===== config.mk =====
export PLATFORM = sky130hd
export DESIGN_NAME = operand_stage_flat
export DESIGN_NICKNAME = d
export VERILOG_FILES = /design/src/rtl/operand_stage_if.sv /design/src/rtl/operand_stage.sv /design/src/flat_wrapper.sv
export SDC_FILE = /design/constraint.sdc
export NUM_CORES = 1
export LEC_CHECK = 0
export CAP_MARGIN = 20
export CORE_UTILIZATION = 56
export CTS_CLUSTER_DIAMETER = 40
export CTS_CLUSTER_SIZE = 40
export DETAILED_ROUTE_END_ITERATION = 8
export PLACE_DENSITY = 0.77
export SLEW_MARGIN = 15
export SYNTH_ARGS = -nofsm -noshare
export SYNTH_HDL_FRONTEND = slang
export SYNTH_SLANG_ARGS = --single-unit

===== constraint.sdc =====
create_clock -name CLK -period 3 [get_ports CLK]
set_input_delay 0.45 -clock CLK [delete_from_list [all_inputs] [get_ports CLK]]
set_output_delay 0.45 -clock CLK [all_outputs]
set_load 0.05 [all_outputs]

===== src/rtl/operand_stage_if.sv =====
// Handshake and writeback bundle between the issue source, the operand stage
// and the ALU. The slave modport is the operand stage's view; the master
// modport is the surrounding pipeline's view (instruction source, ALU side,
// writeback source).
interface operand_stage_if;
  logic        INSTR_VALID;
  logic [31:0] INSTRUCTION;
  logic        INSTR_READY;
  logic        OP_VALID;
  logic        OP_READY;
  logic [7:0]  OPERAND1;
  logic [7:0]  OPERAND2;
  logic [2:0]  ALUOP;
  logic [2:0]  DEST;
  logic        WB_VALID;
  logic [2:0]  WB_ADDR;
  logic [7:0]  WB_DATA;
  logic        ILLEGAL;

  modport slave (
    input  INSTR_VALID, INSTRUCTION, OP_READY, WB_VALID, WB_ADDR, WB_DATA,
    output INSTR_READY, OP_VALID, OPERAND1, OPERAND2, ALUOP, DEST, ILLEGAL
  );

  modport master (
    output INSTR_VALID, INSTRUCTION, OP_READY, WB_VALID, WB_ADDR, WB_DATA,
    input  INSTR_READY, OP_VALID, OPERAND1, OPERAND2, ALUOP, DEST, ILLEGAL
  );
endinterface


===== src/rtl/operand_stage.sv =====
// Issue stage in front of the 8-bit ALU: decodes an instruction, reads two
// operands from an 8x8 register file (with same-cycle writeback bypass),
// tracks outstanding destinations in a busy scoreboard and holds the decoded
// op in a single valid/ready slot feeding the ALU.
module operand_stage (
  input  logic CLK,
  input  logic RESET,
  operand_stage_if.slave bus
);

  typedef enum logic [7:0] {
    OPC_LOADI = 8'h00,
    OPC_MOV   = 8'h01,
    OPC_ADD   = 8'h02,
    OPC_SUB   = 8'h03,
    OPC_AND   = 8'h04,
    OPC_OR    = 8'h05
  } opcode_e;

  logic [7:0] r_regs [8];
  logic [7:0] r_busy;
  logic       r_op_valid;
  logic [7:0] r_operand1;
  logic [7:0] r_operand2;
  logic [2:0] r_aluop;
  logic [2:0] r_dest;
  logic       r_illegal;

  opcode_e    w_opcode;
  logic [2:0] w_dest;
  logic [2:0] w_src1;
  logic [2:0] w_src2;
  logic [7:0] w_imm;
  logic [7:0] w_rd1;
  logic [7:0] w_rd2;
  logic [7:0] w_wb_clear;
  logic [7:0] w_busy_eff;
  logic       w_legal;
  logic       w_use1;
  logic       w_use2;
  logic [2:0] w_aluop;
  logic [7:0] w_op1;
  logic [7:0] w_op2;
  logic       w_conflict;
  logic       w_slot_free;
  logic       w_instr_ready;
  logic       w_accept;
  logic       w_unused_bits;

  assign w_opcode      = opcode_e'(bus.INSTRUCTION[31:24]);
  assign w_dest        = bus.INSTRUCTION[18:16];
  assign w_src1        = bus.INSTRUCTION[10:8];
  assign w_src2        = bus.INSTRUCTION[2:0];
  assign w_imm         = bus.INSTRUCTION[7:0];
  assign w_unused_bits = ^{bus.INSTRUCTION[23:19], bus.INSTRUCTION[15:11]};

  // A writeback landing this cycle is forwarded straight into the read.
  assign w_rd1 = (bus.WB_VALID && bus.WB_ADDR == w_src1) ? bus.WB_DATA : r_regs[w_src1];
  assign w_rd2 = (bus.WB_VALID && bus.WB_ADDR == w_src2) ? bus.WB_DATA : r_regs[w_src2];

  // A busy bit being cleared by this cycle's writeback no longer blocks issue.
  assign w_wb_clear = bus.WB_VALID ? (8'b1 << bus.WB_ADDR) : 8'b0;
  assign w_busy_eff = r_busy & ~w_wb_clear;

  // Decode opcode into ALU select, operand values and which sources it reads.
  always_comb begin
    // NOTE: every output gets a default first so no path leaves it unassigned,
    // which would otherwise infer a latch.
    w_legal = 1'b1;
    w_use1  = 1'b0;
    w_use2  = 1'b0;
    w_aluop = 3'b000;
    w_op1   = 8'h00;
    w_op2   = 8'h00;
    case (w_opcode)
      OPC_LOADI: w_op2 = w_imm;
      OPC_MOV: begin
        w_use2 = 1'b1;
        w_op2  = w_rd2;
      end
      OPC_ADD: begin
        w_use1 = 1'b1; w_use2 = 1'b1; w_aluop = 3'b001;
        w_op1  = w_rd1; w_op2 = w_rd2;
      end
      OPC_SUB: begin
        w_use1 = 1'b1; w_use2 = 1'b1; w_aluop = 3'b001;
        w_op1  = w_rd1; w_op2 = ~w_rd2 + 8'd1;
      end
      OPC_AND: begin
        w_use1 = 1'b1; w_use2 = 1'b1; w_aluop = 3'b010;
        w_op1  = w_rd1; w_op2 = w_rd2;
      end
      OPC_OR: begin
        w_use1 = 1'b1; w_use2 = 1'b1; w_aluop = 3'b011;
        w_op1  = w_rd1; w_op2 = w_rd2;
      end
      default: w_legal = 1'b0;
    endcase
  end

  assign w_conflict = (w_use1 && w_busy_eff[w_src1]) ||
                      (w_use2 && w_busy_eff[w_src2]) ||
                      w_busy_eff[w_dest];
  assign w_slot_free   = !r_op_valid || bus.OP_READY;
  // Illegal opcodes never touch the register file, so hazards cannot block them.
  assign w_instr_ready = w_slot_free && (!w_legal || !w_conflict);
  assign w_accept      = bus.INSTR_VALID && w_instr_ready;

  // Register file writeback and busy scoreboard (issue set wins over clear).
  always_ff @(posedge CLK) begin
    if (RESET) begin
      // NOTE: the register file is explicitly cleared on reset because software
      // relies on every register reading zero afterwards.
      for (int i = 0; i < 8; i++) r_regs[i] <= 8'h00;
      r_busy <= 8'h00;
    end else begin
      if (bus.WB_VALID) begin
        r_regs[bus.WB_ADDR] <= bus.WB_DATA;
        r_busy[bus.WB_ADDR] <= 1'b0;
      end
      // NOTE: non-blocking assignments; the later write to the same busy bit
      // takes effect, which gives issue priority over writeback.
      if (w_accept && w_legal) r_busy[w_dest] <= 1'b1;
    end
  end

  // Operand slot: load on accept, drain on consume, hold under backpressure.
  always_ff @(posedge CLK) begin
    if (RESET) begin
      r_op_valid <= 1'b0;
      r_operand1 <= 8'h00;
      r_operand2 <= 8'h00;
      r_aluop    <= 3'b000;
      r_dest     <= 3'd0;
      r_illegal  <= 1'b0;
    end else begin
      r_illegal <= w_accept && !w_legal;
      if (w_accept && w_legal) begin
        r_op_valid <= 1'b1;
        r_operand1 <= w_op1;
        r_operand2 <= w_op2;
        r_aluop    <= w_aluop;
        r_dest     <= w_dest;
      end else if (r_op_valid && bus.OP_READY) begin
        r_op_valid <= 1'b0;
      end
    end
  end

  assign bus.INSTR_READY = w_instr_ready;
  assign bus.OP_VALID    = r_op_valid;
  assign bus.OPERAND1    = r_operand1;
  assign bus.OPERAND2    = r_operand2;
  assign bus.ALUOP       = r_aluop;
  assign bus.DEST        = r_dest;
  assign bus.ILLEGAL     = r_illegal;

endmodule


===== src/flat_wrapper.sv =====
// flat-port wrapper written by rule: the top's interface ports become plain ports
module operand_stage_flat 
  (CLK, RESET, bus_INSTR_VALID, bus_INSTRUCTION, bus_OP_READY, bus_WB_VALID, bus_WB_ADDR, bus_WB_DATA, bus_INSTR_READY, bus_OP_VALID, bus_OPERAND1, bus_OPERAND2, bus_ALUOP, bus_DEST, bus_ILLEGAL);
  operand_stage_if bus_i ();
  input  logic CLK;
  input  logic RESET;
  input wire logic [$bits(bus_i.INSTR_VALID)-1:0] bus_INSTR_VALID;
  input wire logic [$bits(bus_i.INSTRUCTION)-1:0] bus_INSTRUCTION;
  input wire logic [$bits(bus_i.OP_READY)-1:0] bus_OP_READY;
  input wire logic [$bits(bus_i.WB_VALID)-1:0] bus_WB_VALID;
  input wire logic [$bits(bus_i.WB_ADDR)-1:0] bus_WB_ADDR;
  input wire logic [$bits(bus_i.WB_DATA)-1:0] bus_WB_DATA;
  output wire logic [$bits(bus_i.INSTR_READY)-1:0] bus_INSTR_READY;
  output wire logic [$bits(bus_i.OP_VALID)-1:0] bus_OP_VALID;
  output wire logic [$bits(bus_i.OPERAND1)-1:0] bus_OPERAND1;
  output wire logic [$bits(bus_i.OPERAND2)-1:0] bus_OPERAND2;
  output wire logic [$bits(bus_i.ALUOP)-1:0] bus_ALUOP;
  output wire logic [$bits(bus_i.DEST)-1:0] bus_DEST;
  output wire logic [$bits(bus_i.ILLEGAL)-1:0] bus_ILLEGAL;
  assign bus_i.INSTR_VALID = bus_INSTR_VALID;
  assign bus_i.INSTRUCTION = bus_INSTRUCTION;
  assign bus_i.OP_READY = bus_OP_READY;
  assign bus_i.WB_VALID = bus_WB_VALID;
  assign bus_i.WB_ADDR = bus_WB_ADDR;
  assign bus_i.WB_DATA = bus_WB_DATA;
  assign bus_INSTR_READY = bus_i.INSTR_READY;
  assign bus_OP_VALID = bus_i.OP_VALID;
  assign bus_OPERAND1 = bus_i.OPERAND1;
  assign bus_OPERAND2 = bus_i.OPERAND2;
  assign bus_ALUOP = bus_i.ALUOP;
  assign bus_DEST = bus_i.DEST;
  assign bus_ILLEGAL = bus_i.ILLEGAL;
  operand_stage u_core (.CLK(CLK), .RESET(RESET), .bus(bus_i));
endmodule

==> metrics.cfg, run 1 <==
[routing]
wirelength_um=15600
drt_iter0_drc=394
vias=4630
vias_per_cell=6.33
wl_per_cell_um=21.3
final_antenna_net_count=0
drt_pass1_iterations=5
drc=0

[synth]
mappedNetlistArea_um2=5530
synth_area_leaders=edfxtp_1 35%, mux4_2 14%, dfxtp_1 11%
ys_warn_count=0
synthCells=473
syn_nets=522
ys_types=63
syn_avg_cell_area_um2=11.7
synth_top_area_share_pct=34.7
synth_edf_count=64
ys_seq_area_share_pct=46.0
synth_top_area_cell=edfxtp_1
async_flop_share_pct=0
ys_dominant_reg_cell=edfxtp_1
synth-seq-cells=95

[timing]
fin_crit_sh_pct=96.2
setup-tns-final_ns=0
finClkSkew_ns=0.0109
setup_viol=0
fin_crit_ns=2.89
worstMarginPinSlew_ns=0.640
rsz0062_at_grt=false
relSlewSlack_pct=56.9
finalMaxSlewViolations=0
holdWs_ns=0.481
max_freq_ghz=0.346
hold_viol_final=0

[die]
floorplan.die_area_um2=10300
die_x_um=101
die_y_um=101
rows=35
ioPinCount=73
initial_core_util_pct=58.8
core-area_um2=9420

[worst_setup_path]
path_max_fanout=16
cp.required_ns=2.55
critPathCaptureType=output pin
startpoint=bus_INSTRUCTION[1]
cp.arrival_ns=2.44
r2r-start=u_core.r_regs[3][1]
crit_type=in2out
startpoint_type=primary input

[placement]
dpl_cell_area_um2=6830
numPortBuffers=61
place_congestion=0.942
post-dp-hpwl_um=11300

[layout]
final-seq-area_um2=2540
antenna_cells=0
final_nets=647
final_util_pct=74.9
fillers=656
multiInputGateArea_um2=2820
fin_area_um2=7060
syn2layout_area_growth_pct=27.6
drive_above_1_share_pct=27.4

[clock_network]
clk_latency_ns=0.38
clk_pin_slew_ns=0.10
clock-sinks=95
cts_tree=done
cts-root-buf=clkbuf_8
clock_path_buffers=2
cts-buffers-inserted=9
cts.htree.levels=3

[global_route]
grt_pass1_wl_um=24100
antenna_found_initial=0
grt_usage_pct=32.7
grt_max_degree=24
grt_pass1_vias=4515
grt.overflow.total=0

[pwr]
clockPowerShare_pct=30.0
leakagePower_uw=0.00258
intPower_uw=2120
p_comb_share_pct=19.1
power.switching_uw=803
seqPwrFrac_pct=51.0
powerDensity_nw_per_um2=415
switching_share_pct=27.4
ir_drop_mv=0.307

[outcome]
status=completed

[hold_path]
hp-class=reg2reg
hp-start=u_core.bus.OPERAND1[0]

[run]
maxCapViolCount=0

area by class of cell:
type                            instances  share of cell area, %
Timing Repair Buffer                  149                   18.5
Tap cell                              129                   2.29
Sequential cell                        95                   36.0
Clock buffer                           10                   1.81
Multi-Input combinational cell        337                   40.0
Inverter                                6                  0.319
Clock inverter                          6                  0.993
cell families (layout without fill, tap and decap cells):
kind of cell / Yosys count / in the layout / share of synthesized area [%]
other cells: 1 / 1 / 0.0678
flops: 95 / 95 / 46.0
simple gates: 161 / 161 / 16.9
xor+xnor: 10 / 10 / 1.58
buf+inv: 41 / 171 / 3.64
mux: 58 / 58 / 18.8
compound gates: 106 / 106 / 12.8
fa+ha+maj: 1 / 1 / 0.226
sequential cells by signal (all words and copies together) (netlist names):
register / count
u_core.bus.OPERAND1: 8
u_core.r_busy: 8
u_core.bus.ILLEGAL: 1
u_core.bus.ALUOP: 2
u_core.bus.OP_VALID: 1
u_core.r_regs: 64
u_core.bus.DEST: 3
u_core.bus.OPERAND2: 8
metal layers:
| layer | wire length (µm) | global-route usage (%) | part of all wire, % | vias to the layer above |
|---|---|---|---|---|
| met1 | 6090 | 43.2 | 39 | 2258 |
| met3 | 1560 | 6.49 | 10 | 51 |
| met5 | 0 | 0 | 0 | - |
| li1 | - | - | - | 2081 |
| met4 | 621 | 16.3 | 4.0 | 0 |
| met2 | 7360 | 51.9 | 47 | 240 |
cell usage after synthesis, drive strengths merged, types with 9 or more instances:
master,count
edfxtp,64
nand2,20
a21oi,36
buf,14
and2,65
dfxtp,31
o21ai,25
nor2,20
mux2i,16
nand4,14
clkbuf,21
mux4,35
nand3,9
power groups by stage:
stage | clock network, µW | registers, µW | logic, µW
2_1_floorplan | 0 | 1510 | 297
3_3_place_gp | 0 | 1510 | 533
3_5_place_dp | 0 | 1520 | 544
4_1_cts | 877 | 1490 | 549
5_1_grt | 922 | 1500 | 589
6_report | 877 | 1490 | 559
stage by stage:
step           cells  total power (µW)  setup WS [ns]
4_1_cts          731              2920         0.0648
3_3_place_gp     715              2040         -0.153
3_5_place_dp     715              2060         -0.182
2_1_floorplan    473              1810          0.285
5_1_grt          732              3010         0.0255
6_report         732              2930          0.113
placed cells by master, fill, tap and decap left out, drive strengths merged, types with 6 or more instances in the layout:
cell type	instances
clkdlybuf4s50	56
mux2i	16
and2	65
inv	7
o21ai	25
edfxtp	64
a21oi	36
mux4	35
nand3	9
nand4	14
nor3	7
nand2b	7
clkbuf	12
o31ai	6
a211oi	8
mux2	7
nor2	20
o2111ai	6
buf	89
nand2	20
dfxtp	31
xnor2	7
worst max-delay path, cell delays in order:
cell and delay [ns]:
clkdlybuf4s50_1 0.45, buf_12 0.18, inv_1 0.11, mux4_2 0.54, o2111ai_4 0.23, nand2_1 0.11
a21oi_2 0.19, buf_12 0.16
worst paths after layout:
| kind | slack (ns) | to | depth (start not counted) |
|---|---|---|---|
| worst max-delay path | 0.11 | bus_INSTR_READY | 8 |
| worst min-delay path | 0.48 | u_core.bus.OPERAND1[0] | 2 |
| worst max register to register | 0.58 | u_core.bus.OPERAND2[7] | 9 |
| worst min register to register | 0.48 | u_core.bus.OPERAND1[0] | 2 |
timing repair:
action | in CTS | in global routing
hold buffers | 0 | 0
endpoints found under the hold margin | 0 | 0
endpoints found under the setup margin | 1 | 1
pin swaps | 0 | 1
buffers inserted | 0 | 1
gates resized for setup | 7 | 7
Power figures use the tool's default switching activity.
==> run 2: changes to the inputs <==
--- a/config.mk
+++ b/config.mk
@@ -6,11 +6,11 @@
 export NUM_CORES = 1
 export LEC_CHECK = 0
 export CAP_MARGIN = 20
-export CORE_UTILIZATION = 56
+export CORE_UTILIZATION = 58
 export CTS_CLUSTER_DIAMETER = 40
 export CTS_CLUSTER_SIZE = 40
 export DETAILED_ROUTE_END_ITERATION = 8
-export PLACE_DENSITY = 0.77
+export PLACE_DENSITY = 0.79
 export SLEW_MARGIN = 15
 export SYNTH_ARGS = -nofsm -noshare
 export SYNTH_HDL_FRONTEND = slang
==> constraint.sdc (replaced) <==
create_clock -name CLK -period 3.4 [get_ports CLK]
set_input_delay 0.51 -clock CLK [delete_from_list [all_inputs] [get_ports CLK]]
set_output_delay 0.51 -clock CLK [all_outputs]
set_load 0.05 [all_outputs]
==> metrics.cfg, run 2 (synthesis results as in run 1) <==
[clock_network]
cts_hold_buffers=0  ; unchanged
post_cts_buffers=0  ; unchanged
clock_path_buffers=2  ; unchanged
cts-buffers-inserted=9  ; unchanged
clk_pin_slew_ns=0.10  ; about the same
cts_tree=done
cts-root-buf=clkbuf_8
clock-sinks=95  ; unchanged
cts.htree.levels=3  ; unchanged
clk_latency_ns=0.37  ; about the same

[routing]
vias_per_cell=6.47  ; +2.3%
drt_pass1_iterations=5  ; unchanged
wl_per_cell_um=21.9  ; +2.8%
final_antenna_net_count=0  ; unchanged
drc=0  ; unchanged
drt_iter0_drc=424  ; +7.6%
wirelength_um=15200  ; -2.7%
vias=4484  ; -3.2%

[pwr]
total_power_uw=2500  ; -14%
p_comb_share_pct=18.1  ; -1.0 points
ir_drop_mv=0.245  ; -20%
leakagePower_uw=0.00237  ; -8.2%
switching_share_pct=28.7  ; +1.2 points
power.switching_uw=718  ; -11%
powerDensity_nw_per_um2=372  ; -10%
seqPwrFrac_pct=52.6  ; +1.6 points
intPower_uw=1790  ; -16%
clockPowerShare_pct=29.3  ; -0.7 points

[worst_setup_path]
reg2regPathDepth=7  ; -2
slowest_delay_ns=0.55  ; about the same
startpoint_type=primary input
cp.required_ns=2.89  ; +0.34 ns
worstReg2RegEnd=u_core.bus.OPERAND2[5]
r2r-start=u_core.r_regs[3][0]
path_max_fanout=6  ; -10
startpoint=bus_WB_ADDR[0]
crit_type=in2out
reg2reg_slack_ns=0.87  ; +0.29 ns
critPathCaptureType=output pin
path_cells=clkdlybuf4s50_1 -> nand2b_1 -> o21a_1 -> mux4_2 -> o2111ai_4 -> nand2_1 -> a21oi_2 -> buf_12
cp.arrival_ns=2.80  ; +0.36 ns
crit_path_end=bus_INSTR_READY
slowest_stage=clkdlybuf4s50_1

[hold_path]
hp-class=reg2reg
hp-start=u_core.bus.OPERAND1[4]

[die]
rows=35  ; unchanged
ioPinCount=73  ; unchanged
core-area_um2=9240  ; -1.9%
die_y_um=99.7  ; -1.7%
die_x_um=99.7  ; -1.7%
floorplan.die_area_um2=9930  ; -3.4%
initial_core_util_pct=59.9  ; +1.1 points

[timing]
setup_viol=0  ; unchanged
holdWs_ns=0.484  ; +0.00230 ns
finClkSkew_ns=0.0168  ; +0.00585 ns
worstMarginPinSlew_ns=0.661  ; +0.0210 ns
fin_crit_sh_pct=97.3
relSlewSlack_pct=55.8  ; -1.2 points
hold_viol_final=0  ; unchanged
max_freq_ghz=0.302
finalMaxSlewViolations=0  ; unchanged
rsz0062_at_grt=false
fin_crit_ns=3.31

[global_route]
grt_pass1_wl_um=23800  ; -1.3%
grt_pass1_vias=4453  ; -1.4%
grt_max_degree=35  ; +46%
grt.busiest_layer=met2
use_met1_pct=44.3  ; +1.1 points
gr-usage-met3_pct=7.45  ; +0.96 points
grt_usage_pct=32.7  ; about the same
grt.overflow.total=0  ; unchanged
antenna_found_initial=0  ; unchanged
gr-usage-met2_pct=50.9  ; -0.93 points

[placement]
post-dp-hpwl_um=10900  ; -4.1%
place_congestion=0.911  ; -3.3%
numPortBuffers=61  ; unchanged

[layout]
drive_above_1_share_pct=21.5  ; -5.9 points
syn2layout_area_growth_pct=21.7
final_cell_mix=64 x and2_1, 64 x edfxtp_1, 59 x clkdlybuf4s50_1
antenna_cells=0  ; unchanged
regMostFlops=u_core.r_regs
final_nets=608  ; -6.0%
largest_register_ffs=64  ; unchanged

[run]
maxCapViolCount=0  ; unchanged

[outcome]
status=completed

run 2: cell types whose count changed in the layout (fill, tap and decap cells not counted), moves of 2 or more:
cell	previous run	this run
buf_4	85	46
clkbuf_2	2	0
clkdlybuf4s50_1	56	59
clkinv_4	2	0
nand2b_1	4	7
nand2b_4	3	0
o31ai_1	3	5
o31ai_2	3	1
run 2: power groups by stage:
stage | Clock, µW | Sequential, µW | Combinational (µW)
detailed placement | 0 | 1340 | 445
CTS | 743 | 1310 | 447
finish | 734 | 1320 | 453
global route | 785 | 1320 | 478
floorplan | 0 | 1330 | 262
global placement | 0 | 1330 | 434
run 2: final cells by class:
cell class	count	area (µm²)
multi-input cells	337	2790
flip-flops and latches	95	2540
fillers	663	2510
repair buffers	110	1020
well taps	129	161
clock buffers	9	124
clock inverters	7	67.6
inverters	6	22.5
run 2: what timing repair did:
item	CTS	global route
setup endpoints to repair	1	1
hold endpoints to repair	0	0
resized for setup	2	1
run 2: worst min-delay path by stage:
| stage | end | slack (ns) | depth (start not counted) |
|---|---|---|---|
| 3_3_place_gp | u_core.bus.DEST[1] | 0.46 | 2 |
| 4_1_cts | u_core.bus.OPERAND1[4] | 0.49 | 2 |
| 3_5_place_dp | u_core.bus.OPERAND1[4] | 0.47 | 2 |
| 6_report | u_core.bus.OPERAND1[4] | 0.48 | 2 |
| 5_1_grt | u_core.bus.DEST[2] | 0.51 | 2 |
| 2_1_floorplan | u_core.r_busy[0] | 0.47 | 2 |
run 2: layer usage:
layer  vias to the layer above  wire, µm
met4                         0       386
met3                        34      1520
met2                       264      7420
li1                       1998         -
met1                      2188      5880
met5                         -         0
run 2: stage by stage:
stage	area (µm²)	util (%)	std cells	TNS, ns	setup slack (ns)
CTS	6730	72.8	693	0	0.0147
global route	6730	72.9	693	0	0.0271
floorplan	5530	-	473	0	0.276
finish	6730	72.9	693	0	0.0930
global placement	6540	70.8	677	0	0.0388
detailed placement	6540	70.8	677	-0.162	-0.0690
run 2: worst max-delay path: cells and delay by family:
kind | cells | cell delay, ns
AOI/OAI and AO/OA | 3 | 0.68
muxes | 1 | 0.50
and+or+nand+nor | 2 | 0.40
buffers and inverters | 2 | 0.72
==> run 3: changes to the inputs <==
--- a/config.mk
+++ b/config.mk
@@ -5,12 +5,14 @@
 export SDC_FILE = /design/constraint.sdc
 export NUM_CORES = 1
 export LEC_CHECK = 0
+export ABC_CLOCK_PERIOD_IN_PS = 3000
 export CAP_MARGIN = 20
-export CORE_UTILIZATION = 58
+export CORE_UTILIZATION = 52
+export CTS_BUF_LIST = sky130_fd_sc_hd__clkbuf_4 sky130_fd_sc_hd__clkbuf_8
 export CTS_CLUSTER_DIAMETER = 40
 export CTS_CLUSTER_SIZE = 40
 export DETAILED_ROUTE_END_ITERATION = 8
-export PLACE_DENSITY = 0.79
+export PLACE_DENSITY = 0.75
 export SLEW_MARGIN = 15
 export SYNTH_ARGS = -nofsm -noshare
 export SYNTH_HDL_FRONTEND = slang
==> constraint.sdc (replaced) <==
create_clock -name CLK -period 3 [get_ports CLK]
set_input_delay 0.45 -clock CLK [delete_from_list [all_inputs] [get_ports CLK]]
set_output_delay 0.45 -clock CLK [all_outputs]
set_load 0.05 [all_outputs]
==> metrics.cfg, run 3 (synthesis results as in run 1) <==
[outcome]
status=completed

[pwr]
powerDensity_nw_per_um2=404  ; +8.6%
p_comb_share_pct=19.1  ; +1.0 points
clockPowerShare_pct=28.3  ; -1.0 points
power.switching_uw=790  ; +10%
leakagePower_uw=0.00253  ; +7.0%
seqPwrFrac_pct=52.6  ; about the same
intPower_uw=2040  ; +14%
switching_share_pct=27.9  ; -0.75 points
ir_drop_mv=0.249  ; +1.8%

[timing]
finalMaxSlewViolations=0  ; unchanged
setup_viol=0  ; unchanged
fin_crit_ns=2.92
max_freq_ghz=0.343
hold_viol_final=0  ; unchanged
worstMarginPinSlew_ns=0.894  ; +0.233 ns
relSlewSlack_pct=39.9  ; -16 points
fin_crit_sh_pct=97.2
holdWs_ns=0.480  ; -0.00325 ns
final.setup.worst_slack_ns=0.0834  ; -0.00955 ns
rsz0062_at_grt=false
finClkSkew_ns=0.0163  ; -0.000490 ns

[global_route]
grt_max_degree=26  ; -26%
grt_usage_pct=29.6  ; -3.1 points
grt_pass1_vias=4566  ; +2.5%
grt_pass1_wl_um=24300  ; +1.9%
antenna_found_initial=0  ; unchanged
grt.overflow.total=0  ; unchanged

[clock_network]
clock_path_buffers=2  ; unchanged
cts-buffers-inserted=9  ; unchanged
clk_latency_ns=0.39  ; +0.02 ns
cts_tree=done
cts.htree.levels=3  ; unchanged
cts-root-buf=clkbuf_8
cts_hold_buffers=0  ; unchanged
clk_pin_slew_ns=0.10  ; about the same
clock-sinks=95  ; unchanged

[routing]
drc=0  ; unchanged
vias=4597  ; +2.5%
drt_iter0_drc=366  ; -14%
wl_per_cell_um=20.7  ; -5.5%
vias_per_cell=6.28  ; -2.9%
final_antenna_net_count=0  ; unchanged
drt_pass1_iterations=4  ; -1
wirelength_um=15200  ; -0.18%

[die]
die_y_um=105  ; +5.5%
floorplan.die_area_um2=11100  ; +11%
core-area_um2=10300  ; +12%
initial_core_util_pct=53.6  ; -6.3 points
ioPinCount=73  ; unchanged
die_x_um=105  ; +5.5%
rows=37  ; +5.7%

[worst_setup_path]
cp.required_ns=2.55  ; -0.34 ns
critPathCaptureType=output pin
crit_type=in2out
startpoint_type=primary input
reg2reg_slack_ns=0.61  ; -0.26 ns
path_max_fanout=8  ; +2
cp.arrival_ns=2.47  ; -0.33 ns

[hold_path]
hp-class=reg2reg

[layout]
fillers=775  ; +17%
largest_register_ffs=64  ; unchanged
fin_area_um2=7000  ; +4.0%
syn2layout_area_growth_pct=26.6
final_util_pct=67.8  ; -5.0 points
final_common_cell=buf_4
regMostFlops=u_core.r_regs
final_nets=640  ; +5.3%
antenna_cells=0  ; unchanged
drive_above_1_share_pct=27.0  ; +5.6 points
final_cell_mix=79 x buf_4, 64 x and2_1, 64 x edfxtp_1

[placement]
dpl_cell_area_um2=6800  ; +3.9%
place_congestion=0.862  ; -5.3%
numPortBuffers=61  ; unchanged
post-dp-hpwl_um=11100  ; +1.9%
pre_cts_slack_ns=-0.276  ; -0.207 ns

[run]
maxCapViolCount=0  ; unchanged

run 3: metal layers:
metal / track usage (%) / wire length [µm] / vias to the layer above
li1: - / - / 2063
met1: 39.9 / 6170 / 2261
met2: 48.4 / 7420 / 238
met3: 5.61 / 1260 / 35
met4: 9.36 / 330 / 0
met5: 0 / 0 / -
run 3: area by class of cell:
| class | count | area, µm² | area share [%] |
|---|---|---|---|
| Sequential cell | 95 | 2540 | 36.3 |
| Clock buffer | 10 | 131 | 1.88 |
| Multi-Input combinational cell | 337 | 2840 | 40.6 |
| Tap cell | 136 | 170 | 2.43 |
| Inverter | 6 | 22.5 | 0.322 |
| Timing Repair Buffer | 142 | 1250 | 17.9 |
| Clock inverter | 6 | 45.0 | 0.643 |
run 3: power by group through the flow:
stage               registers, µW  clock network [µW]  logic (µW)
global placement             1510                   0         516
detailed placement           1520                   0         530
floorplan                    1510                   0         297
finish                       1490                 802         539
CTS                          1490                 805         534
global route                 1490                 870         573
run 3: repair_timing:
action	in CTS	in global routing
resized for setup	10	2
setup endpoints to repair	1	1
buffers inserted	0	0
pin swaps	0	0
run 3: worst paths after layout:
check,cells after the start,start,endpoint
min,2,u_core.bus.OPERAND1[4],u_core.bus.OPERAND1[4]
min reg2reg,2,u_core.bus.OPERAND1[4],u_core.bus.OPERAND1[4]
max,8,bus_WB_ADDR[0],bus_INSTR_READY
max reg2reg,7,u_core.r_regs[5][4],u_core.bus.OPERAND2[6]
run 3: critical path: stages:
cell           delay [ns]
dlygate4sd2_1        0.36
nand2b_1             0.27
o21a_1               0.23
mux4_2               0.48
o2111ai_4            0.24
nand2_2              0.11
a21oi_4              0.17
buf_12               0.15
run 3: per-stage QoR:
stage | setup TNS (ns) | instances | total power (µW)
floorplan | 0 | 473 | 1810
global placement | -1.90 | 716 | 2030
detailed placement | -3.38 | 716 | 2050
CTS | 0 | 732 | 2830
global route | 0 | 732 | 2940
finish | 0 | 732 | 2830
==> RTL change (flow settings as in run 2) <==
Reset style: asynchronous (`RESET`), changed in 2 clocked blocks.
--- a/src/rtl/operand_stage.sv
+++ b/src/rtl/operand_stage.sv
@@ -107,7 +107,7 @@
   assign w_accept      = bus.INSTR_VALID && w_instr_ready;
 
   // Register file writeback and busy scoreboard (issue set wins over clear).
-  always_ff @(posedge CLK) begin
+  always_ff @(posedge CLK or posedge RESET) begin
     if (RESET) begin
       // NOTE: the register file is explicitly cleared on reset because software
       // relies on every register reading zero afterwards.
@@ -125,7 +125,7 @@
   end
 
   // Operand slot: load on accept, drain on consume, hold under backpressure.
-  always_ff @(posedge CLK) begin
+  always_ff @(posedge CLK or posedge RESET) begin
     if (RESET) begin
       r_op_valid <= 1'b0;
       r_operand1 <= 8'h00;
Behaviour: differs if RESET is asserted again (counterexample within 4 cycles, from zero or initial values and one cycle with RESET high); with RESET held inactive, the same outputs for 4 cycles.
==> RTL change against run 2 <==
- area after synthesis grew 0.75%
- wire length shrank 12%
- final area grew 0.58%
- worst setup slack lost 0.0076 ns
- sequential cell count is the same
- core utilization grew 0.074 points
Power is not compared: it rests on default switching activity, and its combinational part moved more than twofold at a synthesized area within 25%.
==> RTL change: results (changes against run 2) <==
Setup WS pre-CTS -0.01811 ns (+0.05086 ns); met3 WL 802 microns (-47%); number of port buffers 61 (unchanged); max_slew headroom 0.6373 (+0.07980); GR Util met2 0.4912 (-0.01804); gp weighted congestion 0.8593 (-5.6%); asr flop ratio synth 1.000 (+1.000); skew final 0.01037 ns (-0.006406 ns); Seq/Total Area, Yosys 0.4266 (-0.03304); top post-synthesis cells by count dfrtp_1 (95), mux2_2 (71), nand2_1 (36); Clk Tree Root Cell clkbuf_8; status finished, final reports clean; largest net degree at the start of global routing 67 (+91%); drt first pass iters 5 (unchanged); Layout Cells excl Fill 655 (-5.5%); worst-path maximum fanout 9 (+3); adder-cell area share of the yosys netlist 0.002245 (-0.00001676); dpl cell area 6553 sq um (+0.19%); global-route wire length before repair 22010 microns (-7.7%); # fillers 646 (-2.6%); clock buffer depth 2 (unchanged); DP HPWL 9466 microns (-13%); Synth Area in XOR/XNOR 0.01235 (-0.003485); PD cells 459.3 nW/um^2; GR Util All Layers 0.2909 (-0.03599); vias in the first global route 4235 (-4.9%); top cells by area, synth dfrtp_1 (43%), mux2_2 (14%), mux4_2 (11%); met3 usage 0.04944 (-0.02505); compound-cell area share of the yosys netlist 0.08307 (-0.04473); Cells after Synth 441 (-6.8%); synth warn 0 (unchanged); Clk network pwr share 0.223; P_comb 0.000955 W; syn nets 490 (-6.1%); met2 WL 6758 microns (-9.0%); CTS clock-pin slew for the worst setup and hold paths 0.09 ns; DR iter-0 viols 268 (-37%); multiplexer share of the synthesized area 0.3285 (+0.1405); met1 wire length 5436 microns (-7.5%); commonest non-fill, non-tap cell in the layout dfrtp_1; total inserted antenna cells 0 (unchanged); ratio of cells with drive above 1 in the final layout 0.3403 (+0.1258); dpl cells 638 (-5.8%); H-tree depth 3 (unchanged); routing usage on met1 0.3816 (-0.06113); Routed wire per std cell 20.42 microns (-6.9%); Netlist cell types 62 (-1.6%); initial antenna violation count 0 (unchanged); vias per std cell 6.212 (-4.0%); # nets final 570 (-6.3%)
==> RTL change: cell count changes after synthesis, sizes merged, moves of 9 or more <==
cell	delta
nand2	+16
mux2	+65
nand4	-10
nor2b	+9
a21oi	-28
edfxtp	-64
dfxtp	-31
dfrtp	+95
and2	-59
o21ai	-10
==> RTL change: worst max-delay path, cell delays in order <==
cell,delay [ns]
clkdlybuf4s50_1,0.52
buf_6,0.18
and4bb_1,0.28
nor2b_1,0.08
mux4_2,0.49
mux2i_2,0.23
nand3_1,0.14
a21boi_2,0.21
buf_12,0.16
==> RTL change: final cells by class <==
class                   instances  area (sq um)  area share
clock inverters                 6         43.79    0.006466
inverters                       9         35.03    0.005173
clock buffers                  10         137.6     0.02032
flip-flops and latches         95          2377      0.3510
well taps                     129         161.4     0.02383
repair buffers                106          1005      0.1483
multi-input cells             300          3013      0.4449
==> RTL change: per-stage QoR <==
stage | setup TNS, ns | hold slack [ns]
detailed placement | -0.03426 | 0.4707
CTS | 0 | 0.4920
floorplan | 0 | 0.4629
finish | 0 | 0.4850
global placement | 0 | 0.4582
global route | 0 | 0.5104
==> RTL change: path summary, 6_finish.rpt <==
check	slack, ns	cells past startpoint	end	from
max in group asynchronous	2.17	3	u_core.r_regs[50]	RESET
max reg2reg	0.87	8	u_core.bus.OPERAND2[5]	u_core.r_regs[17]
max	0.09	9	bus_INSTR_READY	bus_WB_ADDR[1]
min reg2reg	0.49	1	u_core.bus.DEST[2]	u_core.bus.DEST[2]
min in group asynchronous	0.50	2	u_core.r_regs[56]	RESET
min	0.49	1	u_core.bus.DEST[2]	u_core.bus.DEST[2]
==> RTL change: what timing repair did <==
item,CTS,global route
resized for setup,2,6
pin swaps,0,1
endpoints found under the setup margin,1,1
buffers inserted,0,1
